## src/rtl/ecc_secded_decoder_pipe.sv

```systemverilog
`default_nettype none
// ============================================================================
// Module   : ecc_secded_decoder_pipe
// Purpose  : Two-stage pipelined SEC-DED decoder between an SRAM read port and
//            a bus-side read buffer. Corrects any single-bit error, detects any
//            double-bit error, and keeps saturating CE/UE event counters.
// Ports    : clk, rst_n (async, active-low)
//            in_valid / in_ready / ddi [CW_W]       - codeword stream in
//            out_valid / out_ready / ddo [DATA_W]   - corrected data out
//            e1, e2, err_pos [PAR_W+1]              - per-word error flags
//            cnt_clr, ce_cnt [CNT_W], ue_cnt [CNT_W] - event counters
//            log_valid, log_type, log_synd          - first-error log
//                                                     (ECC_ERR_LOG_EN only)
// Config   : define ECC_ERR_LOG_EN to add the first-error capture log.
// Revision : 1.0 - initial release
// ============================================================================
module ecc_secded_decoder_pipe #(
  parameter  int DATA_W = 32,
  parameter  int PAR_W  = 6,
  parameter  int CNT_W  = 16,
  localparam int CW_W   = DATA_W + PAR_W + 1
) (
  input  logic              clk,
  input  logic              rst_n,
  input  logic              in_valid,
  output logic              in_ready,
  input  logic [CW_W-1:0]   ddi,
  output logic              out_valid,
  input  logic              out_ready,
  output logic [DATA_W-1:0] ddo,
  output logic              e1,
  output logic              e2,
  output logic [PAR_W:0]    err_pos,
  input  logic              cnt_clr,
  output logic [CNT_W-1:0]  ce_cnt,
  output logic [CNT_W-1:0]  ue_cnt
`ifdef ECC_ERR_LOG_EN
  ,
  output logic              log_valid,
  output logic              log_type,
  output logic [PAR_W:0]    log_synd
`endif
);

  localparam logic [PAR_W:0] C_CW_W = (PAR_W+1)'(CW_W);

  // Codeword position of data bit j: the j-th non-power-of-two index >= 1.
  function automatic int data_pos(input int j);
    int n;
    int r;
    n = 0;
    r = 0;
    for (int p = 1; p < CW_W; p++) begin
      if ((p & (p - 1)) != 0) begin
        if (n == j) r = p;
        n++;
      end
    end
    return r;
  endfunction

  function automatic logic [CNT_W-1:0] cnt_next(input logic [CNT_W-1:0] cur,
                                                input logic inc,
                                                input logic clr);
    logic [CNT_W-1:0] nxt;
    nxt = cur;
    if (clr)
      nxt = {{(CNT_W-1){1'b0}}, inc};  // same-cycle event survives the clear
    else if (inc && (cur != '1))
      nxt = cur + CNT_W'(1);
    return nxt;
  endfunction

  // ---------------- handshake ----------------
  logic r_s1_valid;
  logic w_s1_load;
  logic w_s2_load;

  assign w_s2_load = !out_valid || out_ready;
  assign w_s1_load = !r_s1_valid || w_s2_load;
  assign in_ready  = w_s1_load;

  // ---------------- stage 1: syndrome ----------------
  logic [PAR_W-1:0] w_syn;
  logic             w_q;
  logic [CW_W-1:0]  r_s1_cw;
  logic [PAR_W-1:0] r_s1_syn;
  logic             r_s1_q;

  always_comb begin
    w_syn = '0;
    for (int i = 1; i < CW_W; i++) begin
      if (ddi[i]) w_syn = w_syn ^ PAR_W'(i);
    end
  end

  assign w_q = ^ddi;

  always_ff @(posedge clk or negedge rst_n) begin
    if (!rst_n) begin
      r_s1_valid <= 1'b0;
      r_s1_cw    <= '0;
      r_s1_syn   <= '0;
      r_s1_q     <= 1'b0;
    end else if (w_s1_load) begin
      r_s1_valid <= in_valid;
      if (in_valid) begin
        r_s1_cw  <= ddi;
        r_s1_syn <= w_syn;
        r_s1_q   <= w_q;
      end
    end
  end

  // ---------------- classification and correction ----------------
  logic              w_e1;
  logic              w_e2;
  logic              w_syn_oob;
  logic [CW_W-1:0]   w_corr;
  logic [DATA_W-1:0] w_data;

  // A syndrome pointing past the codeword cannot be a single error.
  assign w_syn_oob = {1'b0, r_s1_syn} >= C_CW_W;
  assign w_e1      = r_s1_q && !w_syn_oob;
  assign w_e2      = (r_s1_q && w_syn_oob) || (!r_s1_q && (r_s1_syn != '0));

  // Syndrome 0 with q=1 flips the overall parity bit only, leaving data intact.
  always_comb begin
    w_corr = r_s1_cw;
    if (w_e1) w_corr[r_s1_syn] = ~r_s1_cw[r_s1_syn];
  end

  for (genvar j = 0; j < DATA_W; j++) begin : g_data
    assign w_data[j] = w_corr[data_pos(j)];
  end

  // ---------------- stage 2: output register ----------------
  logic w_s2_take;
  assign w_s2_take = w_s2_load && r_s1_valid;

  always_ff @(posedge clk or negedge rst_n) begin
    if (!rst_n) begin
      out_valid <= 1'b0;
      ddo       <= '0;
      e1        <= 1'b0;
      e2        <= 1'b0;
      err_pos   <= '0;
    end else if (w_s2_load) begin
      out_valid <= r_s1_valid;
      if (r_s1_valid) begin
        ddo     <= w_data;
        e1      <= w_e1;
        e2      <= w_e2;
        err_pos <= w_e1 ? {1'b0, r_s1_syn} : '0;
      end
    end
  end

  // ---------------- event counters ----------------
  always_ff @(posedge clk or negedge rst_n) begin
    if (!rst_n) begin
      ce_cnt <= '0;
      ue_cnt <= '0;
    end else begin
      ce_cnt <= cnt_next(ce_cnt, w_s2_take && w_e1, cnt_clr);
      ue_cnt <= cnt_next(ue_cnt, w_s2_take && w_e2, cnt_clr);
    end
  end

`ifdef ECC_ERR_LOG_EN
  // ---------------- first-error log ----------------
  logic w_err_in;
  assign w_err_in = w_s2_take && (w_e1 || w_e2);

  always_ff @(posedge clk or negedge rst_n) begin
    if (!rst_n) begin
      log_valid <= 1'b0;
      log_type  <= 1'b0;
      log_synd  <= '0;
    end else if (w_err_in && (cnt_clr || !log_valid)) begin
      log_valid <= 1'b1;
      log_type  <= w_e2;
      log_synd  <= {r_s1_q, r_s1_syn};
    end else if (cnt_clr) begin
      log_valid <= 1'b0;
    end
  end
`endif

endmodule
`default_nettype wire

```

## config.mk

```make
export PLATFORM = sky130hd
export DESIGN_NAME = ecc_secded_decoder_pipe
export DESIGN_NICKNAME = d
export VERILOG_FILES = /design/src/rtl/ecc_secded_decoder_pipe.sv
export SDC_FILE = /design/constraint.sdc
export NUM_CORES = 1
export LEC_CHECK = 0
export CAP_MARGIN = 20
export CORE_MARGIN = 2
export CORE_UTILIZATION = 50
export DETAILED_ROUTE_END_ITERATION = 16
export PLACE_DENSITY_LB_ADDON = 0.12
export SKIP_CTS_REPAIR_TIMING = 1
export SYNTH_ARGS = -nofsm -noshare
export SYNTH_HDL_FRONTEND = slang
export SYNTH_SLANG_ARGS = --single-unit
```

## constraint.sdc

```tcl
create_clock -name clk -period 3.5 [get_ports clk]
set_clock_uncertainty 0.2 [all_clocks]
set_input_delay 0.875 -clock clk [delete_from_list [all_inputs] [get_ports clk]]
set_output_delay 0.875 -clock clk [all_outputs]
set_load 0.03 [all_outputs]
```

# == After elaboration in Yosys (flattened, before gate mapping) ==
# Index checks and enable logic that the tools add are counted.
# word_totals
reg_bits,121
latch_bits,0
ramBits,0
romBits,0
inputBits,44
output_inout_bits,75
memories,0
# classes
addsub,2
n_mul,0
n_div,0
order_cmp,3
n_eq_ne,2
shift,0
mux,49
n_bitwise,38
reduce_logical,22
# op_table
cell,count
2-to-1 mux 5 bit,16
2-to-1 mux 16 bit,4
2-to-1 mux 6 bit,8
bitwise mux 39 bit,1
2-to-1 mux 39 bit,1
NOT 3 bit,13
XOR reduction 39 bit,1
adder 16 x 1 -> 16 bit (second input constant),2
2-to-1 mux 4 bit,8
!= test 16 bit (second input constant),2
NOT 2 bit,13
NOT 4 bit,5
2-to-1 mux 3 bit,4
logical AND 1 bit,9
less-than comparator 6 x 7 -> 1 bit (second input constant),1
binary-select mux 1 bit (select 6 bit),1
demux 1 bit (select 6 bit),1
>= comparator 6 x 1 -> 1 bit (second input constant),1
>= comparator 6 bit (second input constant),1
nonzero test 6 bit,1
NOT 1 bit (first input constant),5
NOT 5 bit,1
zero test 1 bit,4
2-to-1 mux 2 bit,2
other kinds (5),11

# == Depth between registers and ports, before layout ==
# Gate-level depths: netlist of run 1.
# logic_depth
word_depth,70
ltp_mapped,9
depth_no_buf,7

# == Worst setup path after synthesis of run 1 ==
# Ideal clock, no wire load.
# synth_timing
path_type,input-to-reg
startpoint,input out_ready
endpoint,register r_s1_cw[0]
setup_time_ns,0.125
arrival_time_ns,2.272
required_time_ns,3.175
path_slack_ns,0.904
stages,4
path_buffers,1
cell_sequence,nand3b_1 nand2_1 clkbuf_1 mux2_2
# synth_via
elab_chain_len,3
# synth_rtl
element,line_no,source
"start, declared",29,"input logic out_ready,"
logical OR 1 bit,79,assign w_s2_load = !out_valid || out_ready;
logical OR 1 bit,80,assign w_s1_load = !r_s1_valid || w_s2_load;
AND reduction 2 bit (no source line),n/a,
"end signal, assigned",108,r_s1_cw <= ddi;
"end, declared",86,logic [CW_W-1:0] r_s1_cw;
# No other way between the ends.
# A chain may end at the register's enable or synchronous reset.

# == Worst setup path in the final report of run 1 ==
# layout_timing
startpoint,input out_ready
endpoint,output in_ready
# layout_via
elab_chain_len,2
# layout_rtl
element,line_no,source
logical OR 1 bit,79,
logical OR 1 bit,80,
"end, declared",26,"output logic in_ready,"
# No other way between the ends.

==> results.json, run 1 <==
{
  "dieWidth_um": 120,
  "num_rows": 42,
  "relSlewSlack": 0.469,
  "syn2layout_area_growth_pct": 28.4,
  "cts_buffers": 17,
  "root_buffer": "clkbuf_16",
  "routed_wl_mm": 16.7,
  "vdd.ir_drop.worst_uv": 388,
  "antenna_cells": 0,
  "ff2ff_path_depth": 7,
  "final_nets": 789,
  "synthArstFlopShare": 1.00,
  "use_met3": 0.0509,
  "max_slew.worst_pin.slew_ns": 0.793,
  "status": "finished clean",
  "antenna_left": 0,
  "synth_edf_count": 0,
  "gp_congestion": 0.870,
  "p_int_mw": 3.73,
  "drcViolationCount": 0,
  "dr.pass1.iters": 4,
  "htreeDepth": 4,
  "crit_fanout": 3,
  "slew_viol_final": 0,
  "rsz0062_at_grt": "no",
  "crit_arrival_ns": 2.19,
  "path_depth": 3,
  "grt_pass1_wl_mm": 27.3,
  "worstSetupEndpoint": "in_ready",
  "p_sw_mw": 2.09,
  "crit_buf_inv": 2,
  "required_ns": 2.42,
  "p_leak_nw": 3.57,
  "mostFrequentLayoutCells": "dfrtp_1, clkdlybuf4s50_1, xnor2_1",
  "crit_type": "in -> out",
  "fin_crit_ns": 3.27,
  "max_freq_mhz": 306,
  "cp_slowest_stage_delay_ns": 0.70,
  "grt_max_degree": 55,
  "dr_total_vias": 5290,
  "tritoncts": "yes",
  "yosysWarningCount": 0,
  "die_area_um2": 14300,
  "fp.coreArea_um2": 13100,
  "start_util": 0.509,
  "total_power_mw": 5.82,
  "path_common_cell": "clkdlybuf4s50_1",
  "avgSynthCellArea_um2": 10.4,
  "grt_use_met2": 0.370,
  "ctsLongestPathBuffers": 2,
  "hp-class": "in -> async",
  "yosysSeqAreaShare": 0.449,
  "power_density_nw_per_um2": 678,
  "cts.sinks": 120,
  "power.share.sequential": 0.338,
  "p_clk_frac": 0.309,
  "use_met1": 0.344,
  "io-pin-count": 119,
  "synth_cells": 640,
  "post_drt_wl_per_cell_um": 18.0,
  "swShare": 0.360,
  "top_usage_layer": "met2",
  "r2r-start": "r_s1_syn[0]",
  "clk_latency_ns": 0.42,
  "final_common_cell": "dfrtp_1",
  "syn_area_um2": 6680,
  "crit_slowest_cell": "clkdlybuf4s50_1",
  "start_kind": "primary input",
  "end_kind": "output port",
  "r2r_setup_slack_ns": 0.70,
  "worst_r2r_endpoint": "ddo[5]",
  "cp_top_family": "buffers and inverters",
  "grtUsageTotal": 0.244,
  "clk_pin_slew_ns": 0.05,
  "portBuffers": 117,
  "antenna_found_initial": 0,
  "pwr-share-comb": 0.353,
  "grt_pass1_vias": 5205,
  "setup_viol": 0,
  "ys.flop_type": "dfrtp_1",
  "crit_start": "out_ready",
  "drtIter0Drc": 342,
  "die_h_um": 120,
  "dp_hpwl_mm": 12.3,
  "overflow": 0,
  "finalHoldViolCount": 0,
  "post-route-period-util": 0.934,
  "ys_types": 61,
  "synth_seq_cells": 120,
  "drv_cap": 0,
  "tns_ns": 0,
  "worstPathCellList": "clkdlybuf4s50_1 > nand3b_1 > clkdlybuf4s50_1",
  "syn-num-nets": 686,
  "vias_per_cell": 5.68,
  "drive_gt1_frac": 0.140
}
[cells in the mapped netlist, drive strengths merged (16+ instances only)]
cell type,number,area share
nand3,16,0.013
nand2,57,0.032
nor2,41,0.023
xor2,19,0.025
xnor2,74,0.097
dfrtp,120,0.45
o21ai,37,0.028
clkbuf,25,0.014
buf,21,0.023
a21oi,36,0.028
mux2,43,0.072
a41o,26,0.039
[area by class of cell]
cell class                 count  area [um2]
inverter                       9        33.8
clock buffer                  23         498
clock inverter                 8         118
tap                          176         220
timing repair buffer         130        1300
multi-input combinational    465        3410
fill                        1067        4550
sequential                   120        3000
[how the worst min path moves through the flow]
stage                     from          to  slack, ns  cells after the start
finish                   rst_n     ddo[17]       0.11                      1
global route             rst_n     ddo[15]       0.12                      1
CTS                      rst_n      ddo[7]       0.10                      1
detailed placement     ddo[28]     ddo[28]       0.27                      1
global placement       ddo[30]     ddo[30]       0.26                      1
floorplan           r_s1_cw[4]  r_s1_cw[4]       0.28                      1
[layer usage]
metal / part of all wire / wire length, um / vias to the layer above
met5: 0 / 0 / -
met4: 0.022 / 368 / 0
met3: 0.055 / 914 / 26
met2: 0.45 / 7510 / 176
met1: 0.47 / 7940 / 2587
li1: - / - / 2501
[flip-flops by register name, indices dropped and copies added, names as in the netlist]
name and cells:
r_s1_syn 6, r_s1_q 1, out_valid 1, ce_cnt 16, e2 1, e1 1, r_s1_valid 1, ue_cnt 16
r_s1_cw 39, ddo 32, err_pos 6
[worst register-to-register path, cell delays in order (launching register included)]
cell,delay [ns]
dfrtp_1,0.81
mux2_2,0.41
o221a_2,0.27
o22ai_1,0.24
a32oi_2,0.14
buf_4,0.25
a41o_1,0.26
o21ai_0,0.14
[per-stage QoR]
stage	instances	instance area [um2]	worst slack [ns]	hold WS [ns]	util
2_1_floorplan	640	6680	0.904	0.279	-
3_3_place_gp	900	7970	0.243	0.262	0.606
3_5_place_dp	900	7970	0.234	0.268	0.606
4_1_cts	931	8580	0.227	0.104	0.653
5_1_grt	931	8580	0.168	0.118	0.653
6_report	931	8580	0.230	0.113	0.653
[power groups by stage]
| stage | Sequential [mW] | Combinational (mW) | Clock, mW |
|---|---|---|---|
| floorplan | 2.07 | 1.33 | 0 |
| global placement | 1.97 | 2.00 | 0 |
| detailed placement | 1.98 | 2.05 | 0 |
| CTS | 1.96 | 2.06 | 1.82 |
| global route | 2.00 | 2.22 | 1.89 |
| finish | 1.96 | 2.05 | 1.80 |
[cells by family after synthesis]
family / Yosys count / synth area share
xor+xnor: 95 / 0.129
fa+ha+maj: 2 / 0.00374
flops: 120 / 0.449
buf+inv: 55 / 0.0417
mux: 48 / 0.0799
simple gates: 173 / 0.131
other cells: 1 / 0.000561
compound gates: 146 / 0.165
Note: power is estimated with default switching activity, not from simulation.
==> run 2, diff against run 1 <==
CTS_CLUSTER_DIAMETER = 120   (was not set)
==> results of run 2 <==
The final DEF is identical to that of run 1; final timing and power are the same.
==> run 3, diff against run 2 <==
CTS_CLUSTER_SIZE = 10   (was not set)
GPL_ROUTABILITY_DRIVEN = 0   (was not set)
==> results of run 3 <==
The final DEF is identical to that of run 1; final timing and power are the same.
